[src/rtl/dp_pkg.sv]
// -----------------------------------------------------------------------------
// dp_pkg
// Shared constants for the datapath control unit: resource indices (used both
// as enable bit positions and bus source codes), opcodes, ALU op codes,
// instruction classes, sequencer state encoding and IR field positions.
// -----------------------------------------------------------------------------
package dp_pkg;

   // Resource indices. R0..R15 map directly onto 0..15.
   localparam logic [4:0] RES_HI     = 5'd16;
   localparam logic [4:0] RES_LO     = 5'd17;
   localparam logic [4:0] RES_ZHIGH  = 5'd18;
   localparam logic [4:0] RES_ZLOW   = 5'd19;
   localparam logic [4:0] RES_PC     = 5'd20;
   localparam logic [4:0] RES_MDR    = 5'd21;
   localparam logic [4:0] RES_INPORT = 5'd22;
   localparam logic [4:0] RES_IR     = 5'd23;
   localparam logic [4:0] RES_Z      = 5'd24;
   localparam logic [4:0] RES_MAR    = 5'd25;
   localparam logic [4:0] RES_Y      = 5'd26;

   // Opcodes of the supported register-register ALU instructions.
   localparam logic [4:0] OP_ADD = 5'b00011;
   localparam logic [4:0] OP_SUB = 5'b00100;
   localparam logic [4:0] OP_AND = 5'b00101;
   localparam logic [4:0] OP_OR  = 5'b00110;
   localparam logic [4:0] OP_MUL = 5'b01111;
   localparam logic [4:0] OP_DIV = 5'b10000;
   localparam logic [4:0] OP_NEG = 5'b10001;
   localparam logic [4:0] OP_NOT = 5'b10010;

   // IR field positions.
   localparam int OPC_MSB = 31;
   localparam int OPC_LSB = 27;
   localparam int RA_MSB  = 26;
   localparam int RA_LSB  = 23;
   localparam int RB_MSB  = 22;
   localparam int RB_LSB  = 19;
   localparam int RC_MSB  = 18;
   localparam int RC_LSB  = 15;

   typedef enum logic [3:0] {
      ALU_NOP = 4'd0,
      ALU_ADD = 4'd1,
      ALU_SUB = 4'd2,
      ALU_MUL = 4'd3,
      ALU_DIV = 4'd4,
      ALU_AND = 4'd5,
      ALU_OR  = 4'd6,
      ALU_NEG = 4'd7,
      ALU_NOT = 4'd8
   } alu_op_t;

   typedef enum logic [1:0] {
      CLS_NONE   = 2'd0,
      CLS_BINARY = 2'd1,
      CLS_WIDE   = 2'd2,
      CLS_UNARY  = 2'd3
   } instr_class_t;

   typedef enum logic [3:0] {
      S_IDLE  = 4'd0,
      S_T0    = 4'd1,
      S_T1    = 4'd2,
      S_T2    = 4'd3,
      S_T3    = 4'd4,
      S_T4    = 4'd5,
      S_T5    = 4'd6,
      S_T6    = 4'd7,
      S_FAULT = 4'd8
   } state_t;

   // One-hot load mask for a single resource.
   function automatic logic [31:0] res_bit(input logic [4:0] idx);
      return 32'd1 << idx;
   endfunction

   // Bus source code, zero-extended to the 32-bit busSelect port.
   function automatic logic [31:0] bus_sel(input logic [4:0] idx);
      return {27'd0, idx};
   endfunction

endpackage

[src/rtl/instr_decode.sv]
// -----------------------------------------------------------------------------
// instr_decode
// Purely combinational IR decode for the control sequencer.
//   ir_in       in  32  IR register contents
//   alu_op      out  4  ALU operation code (ALU_NOP when illegal)
//   instr_class out  2  binary / wide / unary / none
//   illegal     out  1  opcode is not a supported ALU instruction
//   ra, rb, rc  out  4  register fields
// -----------------------------------------------------------------------------
module instr_decode
   import dp_pkg::*;
(
   input  logic [31:0]  ir_in,
   output alu_op_t      alu_op,
   output instr_class_t instr_class,
   output logic         illegal,
   output logic [3:0]   ra,
   output logic [3:0]   rb,
   output logic [3:0]   rc
);

   // Low IR bits carry no information for register-register instructions.
   logic w_unused;
   assign w_unused = ^ir_in[RC_LSB-1:0];

   assign ra = ir_in[RA_MSB:RA_LSB];
   assign rb = ir_in[RB_MSB:RB_LSB];
   assign rc = ir_in[RC_MSB:RC_LSB];

   always_comb begin
      // NOTE: every output of a combinational block gets a default first so
      // no path through the case can leave it unassigned and infer a latch.
      alu_op      = ALU_NOP;
      instr_class = CLS_NONE;
      case (ir_in[OPC_MSB:OPC_LSB])
         OP_ADD: begin alu_op = ALU_ADD; instr_class = CLS_BINARY; end
         OP_SUB: begin alu_op = ALU_SUB; instr_class = CLS_BINARY; end
         OP_AND: begin alu_op = ALU_AND; instr_class = CLS_BINARY; end
         OP_OR:  begin alu_op = ALU_OR;  instr_class = CLS_BINARY; end
         OP_MUL: begin alu_op = ALU_MUL; instr_class = CLS_WIDE;   end
         OP_DIV: begin alu_op = ALU_DIV; instr_class = CLS_WIDE;   end
         OP_NEG: begin alu_op = ALU_NEG; instr_class = CLS_UNARY;  end
         OP_NOT: begin alu_op = ALU_NOT; instr_class = CLS_UNARY;  end
         default: ;
      endcase
      illegal = (instr_class == CLS_NONE);
   end

endmodule

[src/rtl/control_sequencer.sv]
// -----------------------------------------------------------------------------
// control_sequencer
// Moore FSM that sequences the datapath through fetch (T0-T2) and execute
// (T3-T6) of register-register ALU instructions.
//   clk             in   1  rising-edge clock
//   clr             in   1  asynchronous active-low reset
//   run             in   1  run request, sampled at instruction boundaries
//   mem_rdy         in   1  memory read data valid, sampled in T1
//   ir_in           in  32  IR contents read back from the datapath
//   enable          out 32  register load mask (bit = resource index)
//   busSelect       out 32  bus source index in [4:0]
//   MD_Read         out  1  MDR loads from memory data
//   Control_Signals out  4  ALU op code
//   IncPC           out  1  PC increment
//   done            out  1  last execute cycle of an instruction
//   illegal         out  1  sequencer is in FAULT
//   state           out  4  current state (debug)
// -----------------------------------------------------------------------------
module control_sequencer
   import dp_pkg::*;
(
   input  logic        clk,
   input  logic        clr,
   input  logic        run,
   input  logic        mem_rdy,
   input  logic [31:0] ir_in,
   output logic [31:0] enable,
   output logic [31:0] busSelect,
   output logic        MD_Read,
   output logic [3:0]  Control_Signals,
   output logic        IncPC,
   output logic        done,
   output logic        illegal,
   output logic [3:0]  state
);

   state_t       r_state;
   state_t       w_next;
   state_t       w_boundary;
   alu_op_t      w_alu_op;
   instr_class_t w_class;
   logic         w_illegal;
   logic [3:0]   w_ra;
   logic [3:0]   w_rb;
   logic [3:0]   w_rc;

   instr_decode u_decode (
      .ir_in       (ir_in),
      .alu_op      (w_alu_op),
      .instr_class (w_class),
      .illegal     (w_illegal),
      .ra          (w_ra),
      .rb          (w_rb),
      .rc          (w_rc)
   );

   // NOTE: sequential state uses non-blocking assignments so every flop
   // samples pre-edge values regardless of block evaluation order.
   always_ff @(posedge clk or negedge clr) begin
      if (!clr) r_state <= S_IDLE;
      else      r_state <= w_next;
   end

   always_comb begin
      w_boundary      = run ? S_T0 : S_IDLE;
      w_next          = r_state;
      enable          = '0;
      busSelect       = '0;
      MD_Read         = 1'b0;
      Control_Signals = '0;
      IncPC           = 1'b0;
      done            = 1'b0;
      illegal         = 1'b0;

      case (r_state)
         S_IDLE: if (run) w_next = S_T0;
         S_T0: begin
            busSelect = bus_sel(RES_PC);
            enable    = res_bit(RES_MAR) | res_bit(RES_PC);
            IncPC     = 1'b1;
            w_next    = S_T1;
         end
         S_T1: begin
            MD_Read = 1'b1;
            enable  = res_bit(RES_MDR);
            if (mem_rdy) w_next = S_T2;
         end
         S_T2: begin
            busSelect = bus_sel(RES_MDR);
            enable    = res_bit(RES_IR);
            w_next    = S_T3;
         end
         S_T3: begin
            // An illegal opcode drives nothing before locking up in FAULT.
            if (w_illegal) begin
               w_next = S_FAULT;
            end else if (w_class == CLS_UNARY) begin
               busSelect       = bus_sel({1'b0, w_rb});
               Control_Signals = w_alu_op;
               enable          = res_bit(RES_Z);
               w_next          = S_T4;
            end else begin
               busSelect = bus_sel({1'b0, w_rb});
               enable    = res_bit(RES_Y);
               w_next    = S_T4;
            end
         end
         S_T4: begin
            if (w_class == CLS_UNARY) begin
               busSelect = bus_sel(RES_ZLOW);
               enable    = res_bit({1'b0, w_ra});
               done      = 1'b1;
               w_next    = w_boundary;
            end else begin
               busSelect       = bus_sel({1'b0, w_rc});
               Control_Signals = w_alu_op;
               enable          = res_bit(RES_Z);
               w_next          = S_T5;
            end
         end
         S_T5: begin
            busSelect = bus_sel(RES_ZLOW);
            if (w_class == CLS_WIDE) begin
               enable = res_bit(RES_LO);
               w_next = S_T6;
            end else begin
               enable = res_bit({1'b0, w_ra});
               done   = 1'b1;
               w_next = w_boundary;
            end
         end
         S_T6: begin
            busSelect = bus_sel(RES_ZHIGH);
            enable    = res_bit(RES_HI);
            done      = 1'b1;
            w_next    = w_boundary;
         end
         S_FAULT: illegal = 1'b1;
         default: w_next = S_IDLE;
      endcase
   end

   assign state = r_state;

endmodule
[config.mk]
export PLATFORM = sky130hd
export DESIGN_NAME = control_sequencer
export DESIGN_NICKNAME = d
export VERILOG_FILES = /design/src/rtl/dp_pkg.sv /design/src/rtl/instr_decode.sv /design/src/rtl/control_sequencer.sv
export SDC_FILE = /design/constraint.sdc
export NUM_CORES = 1
export LEC_CHECK = 0
export ABC_CLOCK_PERIOD_IN_PS = 3300
export BUFFER_PORTS_ARGS = -buffer_cell sky130_fd_sc_hd__buf_2
export CAP_MARGIN = 0
export CORE_MARGIN = 3
export CORE_UTILIZATION = 37
export CTS_BUF_LIST = sky130_fd_sc_hd__clkbuf_2 sky130_fd_sc_hd__clkbuf_4 sky130_fd_sc_hd__clkbuf_8
export CTS_CLUSTER_DIAMETER = 200
export CTS_CLUSTER_SIZE = 40
export DETAILED_ROUTE_END_ITERATION = 10
export PLACE_DENSITY_LB_ADDON = 0.12
export SYNTH_ARGS = -nofsm -noshare
export SYNTH_HDL_FRONTEND = slang
export SYNTH_SLANG_ARGS = --single-unit
export TNS_END_PERCENT = 10
[constraint.sdc]
create_clock -name clk -period 3.3 [get_ports clk]
set_input_delay 0.66 -clock clk [delete_from_list [all_inputs] [get_ports clk]]
set_output_delay 0.66 -clock clk [all_outputs]
set_load 0.005 [all_outputs]
==> Yosys cells after proc, flatten, opt, wreduce, memory -nomap -nowiden <==
Cells that the tools add are included.
Widths: inputs -> output; s select.
{ "op_classes": {"reduce_logical": 6, "mux": 27, "eq_ne": 20, "shift": 1, "bitwise_logic": 1} }
{ "ops": {"columns": ["operator", "n"], "rows": [
  ["$pmux 32 s7", 1],
  ["$mux 32", 2],
  ["$mux 27", 2],
  ["$pmux 4 s9", 1],
  ["$pmux 4 s8", 1],
  ["$shl 1x4->32 const A", 1],
  ["$pmux 5 s6", 1],
  ["$mux 4", 7],
  ["$eq 4x3->1 const B", 4],
  ["$eq 5x3->1 const B", 3],
  ["$eq 5x5->1 const B", 3],
  ["$eq 4x2->1 const B", 2],
  ["$pmux 4 s2", 1],
  ["$mux 1", 6],
  ["$mux 3", 2],
  ["$pmux 2 s3", 1],
  ["$eq 5x2->1 const B", 1],
  ["$eq 5x4->1 const B", 1],
  ["$mux 5", 1],
  ["$eq 2x2->1 const B", 2],
  ["$eq 4x1->1 const B", 1],
  ["$eq 4x4->1 const B", 1],
  ["$logic_not 4->1", 1],
  ["$ne 2x2->1 const B", 2],
  ["6 further kinds", 7]
]} }
{ "totals": {"word_cells": 56, "input_bits": 36, "regBits": 4, "out_inout_bits": 76} }

==> Depth between registers and ports, before layout <==
Gate-level depths: netlist (run 1).
{ "depth": {"ltp_word": 7, "ltp_mapped": 11, "ltp_nobuf": 9} }

==> Hierarchy <==
A second synthesis (run 1) with hierarchy kept.
{ "hier_totals": {"cells_unflattened": 182, "area_unflattened_um2": 1270.0} }
{ "by_module_without_submodules": {"columns": ["mod", "seq_area_each_um2", "n_inst", "area_per_inst_um2", "cells_each"], "rows": [
  ["control_sequencer", 100.1, 1, 984.7, 141],
  ["instr_decode", 0.0, 1, 285.3, 41]
]} }

==> Least setup slack after synthesis (run 1) <==
No wires, ideal clock.
{ "synth_timing": {"path_type": "input-to-output", "start": "input port ir_in[30]", "end": "output port enable[0]", "path_slack_ns": 0.133, "cell_stages": 9, "n_path_buf": 2, "required_ns": 2.640, "arrival_ns": 2.507, "cell_sequence": "buf_2 > or3b_1 > o21ai_0 > ha_1 > buf_4 > nand3b_4 > o21ai_2 > or3b_1 > nor2_1"} }
{ "synth_between": {"elab_chain_len": 6, "elab_cells_between_ends": 19, "classes_between": "eq/ne (10); mux (5); reduce/logical (4)"} }
{ "synth_rtl": {"columns": ["element", "line_no", "source"], "rows": [
  ["start, declared", "control_sequencer.sv:26", "input logic [31:0] ir_in,"],
  ["$eq 5x2->1 (tied with other cells)", "instr_decode.sv:35", "case (ir_in[OPC_MSB:OPC_LSB])"],
  ["$reduce_or 4->1 (no line) or $reduce_or 2->1 (tied branches)", null, null],
  ["$pmux 2 s3 (*)", "instr_decode.sv:35", null],
  ["$eq 2x2->1 (tied with other cells)", "control_sequencer.sv:123", "if (w_class == CLS_WIDE) begin"],
  ["$mux 32 (tied with other cells)", "control_sequencer.sv:123", null],
  ["$pmux 32 s7 (*)", "control_sequencer.sv:75", "case (r_state)"],
  ["end, declared", "control_sequencer.sv:27", "output logic [31:0] enable,"]
]} }
Every way passes the cells marked *; elsewhere a longest branch is shown, timed or not.

==> Final worst setup path (run 1) <==
{ "layout_timing": {"start": "input port ir_in[29]", "end": "output port enable[0]"} }
The elaborated chain is that of the path after synthesis.

==> results of run 1 <==
[logic make-up after synthesis]
kind of cell	Yosys count
buffers and inverters	52
flip-flops	4
multiplexers	2
other	1
AO/OA/AOI/OAI	28
adder cells (fa/ha/maj)	3
XOR/XNOR	3
AND/OR/NAND/NOR	78
[per-layer routing]
layer | share of wire | wire length [um] | track usage
met5 | 0 | 0 | 0
met4 | 0 | 0 | 0.0186
met3 | 0.12 | 325 | 0.0168
met2 | 0.43 | 1180 | 0.240
met1 | 0.46 | 1260 | 0.195
[worst max-delay path, stage by stage]
cell	delay, ps
buf_2	100
buf_4	140
nor2b_2	160
nand3_1	90
o21ai_2	70
buf_4	130
ha_1	170
nand2b_2	190
o21ai_2	130
or3b_1	420
nor2_1	120
buf_2	120
[power groups by stage]
stage | Clock, mW | Combinational [mW] | Sequential, mW
3_5_place_dp | 0 | 0.489 | 0.143
5_1_grt | 0.0642 | 0.561 | 0.149
3_3_place_gp | 0 | 0.492 | 0.143
6_report | 0.0598 | 0.489 | 0.141
4_1_cts | 0.0607 | 0.492 | 0.142
2_1_floorplan | 0 | 0.386 | 0.0896
[final timing paths]
path | startpoint | to | slack, ps | cells past startpoint
min | clr | state[2]$_DFFE_PN0P_ | 220 | 1
max | ir_in[29] | enable[0] | 140 | 12
min in group clk | run | state[0]$_DFFE_PN0P_ | 720 | 3
max in group asynchronous | clr | state[0]$_DFFE_PN0P_ | 2960 | 1
max reg2reg | state[3]$_DFFE_PN0P_ | state[3]$_DFFE_PN0P_ | 1850 | 4
min reg2reg | state[3]$_DFFE_PN0P_ | state[1]$_DFFE_PN0P_ | 740 | 1
[layout make-up]
class	instances	area, um^2	area share
Clock buffer	3	22.5	0.0155
Inverter	6	22.5	0.0155
Multi-Input combinational cell	149	818	0.564
Sequential cell	4	100	0.0690
Tap cell	31	38.8	0.0267
Timing Repair Buffer	80	448	0.309
[per-stage QoR]
stage           util  area [um^2]  power (mW)  TNS [ps]
6_report       0.513         1450       0.689         0
5_1_grt        0.513         1450       0.775      -195
4_1_cts        0.510         1440       0.694         0
3_5_place_dp   0.502         1420       0.632      -275
3_3_place_gp   0.502         1420       0.635      -286
2_1_floorplan      -         1260       0.475         0
[layout by cell type (no fill, tap or decap), types with 2 or more instances in the layout]
| cell type | n |
|---|---|
| a21oi_1 | 7 |
| a221oi_1 | 2 |
| a22oi_1 | 4 |
| and3_1 | 2 |
| buf_2 | 61 |
| buf_4 | 19 |
| clkbuf_4 | 3 |
| conb_1 | 35 |
| dfrtp_1 | 4 |
| ha_1 | 2 |
| inv_1 | 6 |
| mux2i_1 | 2 |
| nand2_1 | 6 |
| nand2b_1 | 4 |
| nand3_1 | 6 |
| nand3b_1 | 3 |
| nor2_1 | 30 |
| nor2b_1 | 3 |
| nor3_1 | 6 |
| nor4_1 | 5 |
| o21ai_0 | 9 |
| o21ai_2 | 2 |
| or3_1 | 3 |
| or3b_1 | 2 |
| xnor2_1 | 2 |
[repair_timing]
item / in CTS / in global routing
gates cloned: 0 / 0
resized for setup: 2 / 3
endpoints found under the setup margin: 6 / 19
setup buffers: 0 / 0
==> reports/metrics.cfg, run 1 <==
[drt]
first_pass_iters=4
dr.first_iter.drc_count=25
drt_wl_total_um=2770
ant_nets=0
wl_per_cell_um=10.1
num_vias=1257
viasPerCell=4.60
drcViolationCount=0

[status]
status=finished clean

[critical_path]
cp.required_ps=2640
cp-start-kind=primary input
crit_arrival_ps=2500
endpoint_kind=output pin
critPathKind=primary input to output pin
cp_max_fo=5

[min_path]
min_path_type=primary input to async pin

[global_routing]
grt_pass1_vias=999
grt_pass1_wl_um=4230
grt_overflow=0
antenna_found_initial=0
grtUsageTotal=0.141
grt_max_degree=17

[clock_tree]
numCtsBuffers=3
cts_buffer_depth=2
cts_hold_buffers=0
cts_tree=yes
cts.sinks=4
clk_latency_ps=230
cts.clk_slew.worst_paths_ps=40
clockRootBuffer=clkbuf_4
htree_num_levels=1

[synthesis]
synth_compound_area_frac=0.149
synthArstFlopShare=1.00
yosysTopAreaCellShare=0.252
netlist_top_cells_count=38 x buf_4, 30 x nor2_1, 11 x o21ai_0
synthFlopType=dfrtp_1
syn_area_mm2=0.00113
synth_warnings=0
synth_adder_area_share=0.0332
synth-simple-area-share=0.376
yosysMostFrequentCell=buf_4
synth_area_leaders=buf_4 25%, nor2_1 10%, dfrtp_1 8.8%, o21ai_0 4.9%, ha_1 3.3%
syn_inst=171
synth_top_family_by_area=simple AND/OR/NAND/NOR gates
yosysTopAreaCell=buf_4
avgSynthCellArea_um2=6.61
ys_ff_latch=4
yosysUniqueCellTypes=37
muxShareOfSynthArea=0.0177
synth_xor_area_frac=0.0232
yosysSeqAreaShare=0.0885
synth_enable_flop_cells=0

[timing]
fin_worst_skew_ps=0.152
finalMaxSlewViolations=0
slew_headroom=0.625
hold_violations=0
hold_ws_ps=223
fmax_mhz=316
worst_slew_pin_slew_ps=562
setup_ws_ps=136
setup_viol=0
min_period_ps=3160
rsz0062_at_grt=true
finalCritPeriodShare=0.959

[cells_and_area]
fillers=315
nets=283
syn2layout_area_growth_pct=28.2
largest_register_ffs=4
n_antenna_cell=0
drive_gt1_frac=0.380
final_cells=273

[power_and_ir_drop]
p_int_mw=0.346
swShare=0.498
p_leak_nw=0.822
power.density_mw_per_mm2=475
power_switching_mw=0.343
max-vdd-ir-drop_uv=334
comb_power_share=0.709
pwr-share-clk=0.087
seqPwrFrac=0.204

[floorplanning]
die_x_um=61.3
die_h_um=61.3
rows=19
coreArea_mm2=0.00283
start_util=0.400
ios=112
die-area_mm2=0.00376

[place]
dp.cells=270
dp.final_hpwl_um=2350
port-buffer-count=61
routabilityCongestion=0.856
pre_cts_slack_ps=-77.6

[job]
drv_cap=0

(Power assumes the default switching activity.)
==> inputs of run 2 (changes only) <==
Settings changed: BUFFER_PORTS_ARGS -buffer_cell sky130_fd_sc_hd__buf_2 to default, CORE_UTILIZATION 37 to 57, DONT_BUFFER_PORTS from default to 1.
==> reports/metrics.cfg, run 2 (synthesis results as in run 1) <==
[place]
placed_area_um2=978
dp.cells=186
pre_cts_slack_ps=94.5
dp.final_hpwl_um=2100
port-buffer-count=0
routabilityCongestion=0.802

[cells_and_area]
largest_register_ffs=4
mostFrequentLayoutCell=conb_1
multi_input_area_um2=812
seqCellArea_um2=100
nets=205
fin_area_mm2=0.00100
syn2layout_area_growth_pct=-11.3
drive_gt1_frac=0.0732
mostFrequentLayoutCells=35 x conb_1, 30 x nor2_1, 9 x o21ai_0, 7 x a21oi_1
final_cells=189
n_antenna_cell=0
fillers=189

[drt]
drcViolationCount=0
first_pass_iters=4
dr.first_iter.drc_count=43
num_vias=1070
wl_per_cell_um=14.2
viasPerCell=5.66
ant_nets=0
drt_wl_total_um=2690

[timing]
setup_viol=0
fin_worst_skew_ps=6.78
finalMaxSlewViolations=0
rsz0062_at_grt=false
worst_slew_pin_slew_ps=634
finalCritPeriodShare=0.964
finalSetupTns_ps=0
hold_violations=0
min_period_ps=3180
setup_ws_ps=120
fmax_mhz=314
hold_ws_ps=122
slew_headroom=0.577

[power_and_ir_drop]
p_leak_nw=0.438
power.density_mw_per_mm2=546
max-vdd-ir-drop_uv=345

[clock_tree]
clockRootBuffer=clkbuf_4
htree_num_levels=1
numCtsBuffers=3
post_cts_buffers=0
cts.clk_slew.worst_paths_ps=40
cts_buffer_depth=2
cts_tree=yes
clk_latency_ps=230
cts.sinks=4
cts_hold_buffers=0

[critical_path]
endpoint_kind=output pin
critPathKind=primary input to output pin
cp.required_ps=2640
cp-start-kind=primary input
cp_max_fo=6
crit_arrival_ps=2520

[global_routing]
grt_max_degree=20
grtUsageTotal=0.190
antenna_found_initial=0
grt_overflow=0
grt_pass1_vias=892
grt_pass1_wl_um=3940

[floorplanning]
coreArea_mm2=0.00180
die_x_um=50.5
rows=15
ios=112
die_h_um=50.5
start_util=0.628
die-area_mm2=0.00255

[job]
drv_cap=0

[status]
status=finished clean

[min_path]
min_path_type=primary input to async pin

## run 2: cell count changes in the layout (fill, tap and decap cells not counted)
cell / before / now
nor2b_2: 1 / 0
o21ai_2: 2 / 1
buf_2: 61 / 0
buf_4: 19 / 2
o21ai_1: 1 / 2
nor2b_1: 3 / 4
## run 2: layout make-up
class,instances,area share
Tap cell,25,0.0312
Sequential cell,4,0.0998
Clock buffer,3,0.0224
Timing Repair Buffer,2,0.0150
Multi-Input combinational cell,149,0.809
Inverter,6,0.0224
## run 2: power by group
part | switching, mW | internal, mW | total, mW
clock | 0.0189 | 0.0406 | 0.0595
combinational | 0.211 | 0.126 | 0.337
sequential | 0.0839 | 0.0679 | 0.152
## run 2: worst max-delay path, stage by stage
cell	delay, ps
nor2b_1	290
nand2b_1	90
o21ai_1	130
nand2b_1	120
ha_1	230
nand2b_2	200
o21ai_2	190
or3b_1	430
nor2_1	170
## run 2: layer usage
metal | vias up | wire [um] | GRT usage
li1 | 495 | - | -
met1 | 477 | 1020 | 0.231
met2 | 90 | 1280 | 0.350
met3 | 8 | 320 | 0.0119
met4 | 0 | 72 | 0.0673
met5 | - | 0 | 0
## run 2: path summary, 6_finish.rpt
check	start	endpoint	slack, ps	depth (start not counted)
max	ir_in[29]	enable[0]	120	9
min	clr	state[1]$_DFFE_PN0P_	120	0
max reg2reg	state[1]$_DFFE_PN0P_	state[0]$_DFFE_PN0P_	1630	4
min reg2reg	state[0]$_DFFE_PN0P_	state[1]$_DFFE_PN0P_	720	2
max in group asynchronous	clr	state[0]$_DFFE_PN0P_	3100	0
min in group clk	run	state[0]$_DFFE_PN0P_	610	2
## run 2: timing repair
action | in CTS | in global routing
endpoints found under the hold margin | 0 | 0
endpoints found under the setup margin | 0 | 7
resized for setup | 0 | 3
## run 2: through the flow
stage	power, mW	utilization
after floorplan	0.475	-
after CTS	0.544	0.556
final	0.548	0.557
after detailed placement	0.484	0.543
after global routing	0.602	0.557
after global placement	0.474	0.543
==> inputs of run 3 (changes only) <==
Settings changed: CELL_PAD_IN_SITES_DETAIL_PLACEMENT from default to 1, CELL_PAD_IN_SITES_GLOBAL_PLACEMENT from default to 1, CORE_UTILIZATION 57 to 40.
==> reports/metrics.cfg, run 3 (synthesis results as in run 1) <==
[cells_and_area]
n_antenna_cell=0
fillers=367
drive_gt1_frac=0.0788
largest_register_ffs=4
nets=206
syn2layout_area_growth_pct=-10.1
mostFrequentLayoutCell=conb_1
mostFrequentLayoutCells=35 x conb_1, 30 x nor2_1, 9 x o21ai_0, 7 x a21oi_1

[timing]
setup_viol=0
finalMaxSlewViolations=0
worst_slew_pin_slew_ps=630
fin_worst_skew_ps=2.07
fmax_mhz=321
min_period_ps=3110
finalCritPeriodShare=0.944
slew_headroom=0.580
hold_violations=0
finalSetupTns_ps=0
rsz0062_at_grt=false

[power_and_ir_drop]
p_leak_nw=0.447
seqPwrFrac=0.282
comb_power_share=0.613
power.density_mw_per_mm2=542
swShare=0.572
power_switching_mw=0.315
pwr-share-clk=0.106
total_power_mw=0.551
max-vdd-ir-drop_uv=441
p_int_mw=0.236

[critical_path]
rr_endpoint=state[0]$_DFFE_PN0P_
r2r_slack_ps=1570
r2r-start=state[1]$_DFFE_PN0P_
path_buf_inv=0
crit_family=simple AND/OR/NAND/NOR gates
startpoint=ir_in[29]
path_cells=nor2b_1 -> nand2b_1 -> o21ai_1 -> nand2b_1 -> ha_1 -> nand2b_2 -> o21ai_2 -> or3b_1 -> nor2_1
reg2reg_depth=4
critPathKind=primary input to output pin
cp_max_fo=6
path_depth=9
max_stage_delay_ps=420
cp.required_ps=2640
slowest_stage=or3b_1
crit_path_end=enable[0]
crit_top_cell=nand2b_1
crit_arrival_ps=2450
endpoint_kind=output pin
cp-start-kind=primary input

[floorplanning]
rows=18
die_h_um=59.2
ios=112
die-area_mm2=0.00350
start_util=0.437
coreArea_mm2=0.00259
die_x_um=59.2

[clock_tree]
clockRootBuffer=clkbuf_4
numCtsBuffers=3
cts.clk_slew.worst_paths_ps=40
htree_num_levels=1
post_cts_buffers=0
cts.sinks=4
clk_latency_ps=230
cts_tree=yes
cts_buffer_depth=2

[drt]
drt_wl_total_um=2870
wl_per_cell_um=14.7
drcViolationCount=0
dr.first_iter.drc_count=29
num_vias=1036
first_pass_iters=4
ant_nets=0
viasPerCell=5.31

[global_routing]
grt_pass1_vias=999
grtUsageTotal=0.162
grt_overflow=0
grt_pass1_wl_um=4640
antenna_found_initial=0
grt_max_degree=20

[status]
status=finished clean

[min_path]
min_path_type=primary input to async pin

[place]
port-buffer-count=0
routabilityCongestion=0.722
dp.final_hpwl_um=2350

[job]
drv_cap=0

run 3: cell types whose count changed in the layout (fill, tap and decap cells not counted), sizes merged:
| cell | previous run | this run |
|---|---|---|
| buf | 2 | 3 |
run 3: worst min-delay path by stage:
| stage | from | end | slack (ps) | cells after the start |
|---|---|---|---|---|
| after floorplan | clr | state[0]$_DFFE_PN0P_ | 360 | 0 |
| after global placement | clr | state[0]$_DFFE_PN0P_ | 360 | 0 |
| after detailed placement | clr | state[3]$_DFFE_PN0P_ | 360 | 0 |
| after CTS | clr | state[0]$_DFFE_PN0P_ | 120 | 0 |
| after global routing | clr | state[0]$_DFFE_PN0P_ | 110 | 0 |
| final | clr | state[0]$_DFFE_PN0P_ | 130 | 0 |
run 3: cell type report:
class | count | area, um^2 | share of cell area
tap | 30 | 37.5 | 0.0369
clock buffer | 3 | 22.5 | 0.0221
timing repair buffer | 3 | 22.5 | 0.0221
inverter | 6 | 22.5 | 0.0221
sequential | 4 | 100 | 0.0984
multi-input combinational | 149 | 812 | 0.798
run 3: metrics by stage:
step                      area, um^2  instances  worst slack [ps]  utilization  hold slack [ps]
after global routing            1020        195              17.0        0.393              111
after detailed placement         992        192              92.4        0.383              364
after CTS                       1010        195              88.8        0.392              115
after global placement           992        192               124        0.383              364
final                           1020        195               186        0.393              126
after floorplan                 1260        205               133            -              364
run 3: what timing repair did:
item | 4_1_cts | 5_1_grt
endpoints found under the setup margin | 0 | 9
hold buffers | 0 | 0
resized for setup | 0 | 3
run 3: routing by layer:
metal  global-route usage  share of wire
met5                    0              0
met2                0.279           0.52
met3               0.0283          0.087
met1                0.209           0.39
met4               0.0388              0
run 3: worst register-to-register path, cell delays in order (launching register included):
cell and delay (ps):
dfrtp_1 730, inv_1 300, nand2_1 210, nand3_1 100
a221oi_1 280
run 3: power groups by stage:
stage	registers [mW]	logic, mW	clock network [mW]
3_3_place_gp	0.157	0.330	0
3_5_place_dp	0.158	0.337	0
4_1_cts	0.156	0.339	0.0618
2_1_floorplan	0.0896	0.386	0
6_report	0.155	0.338	0.0583
5_1_grt	0.169	0.390	0.0644
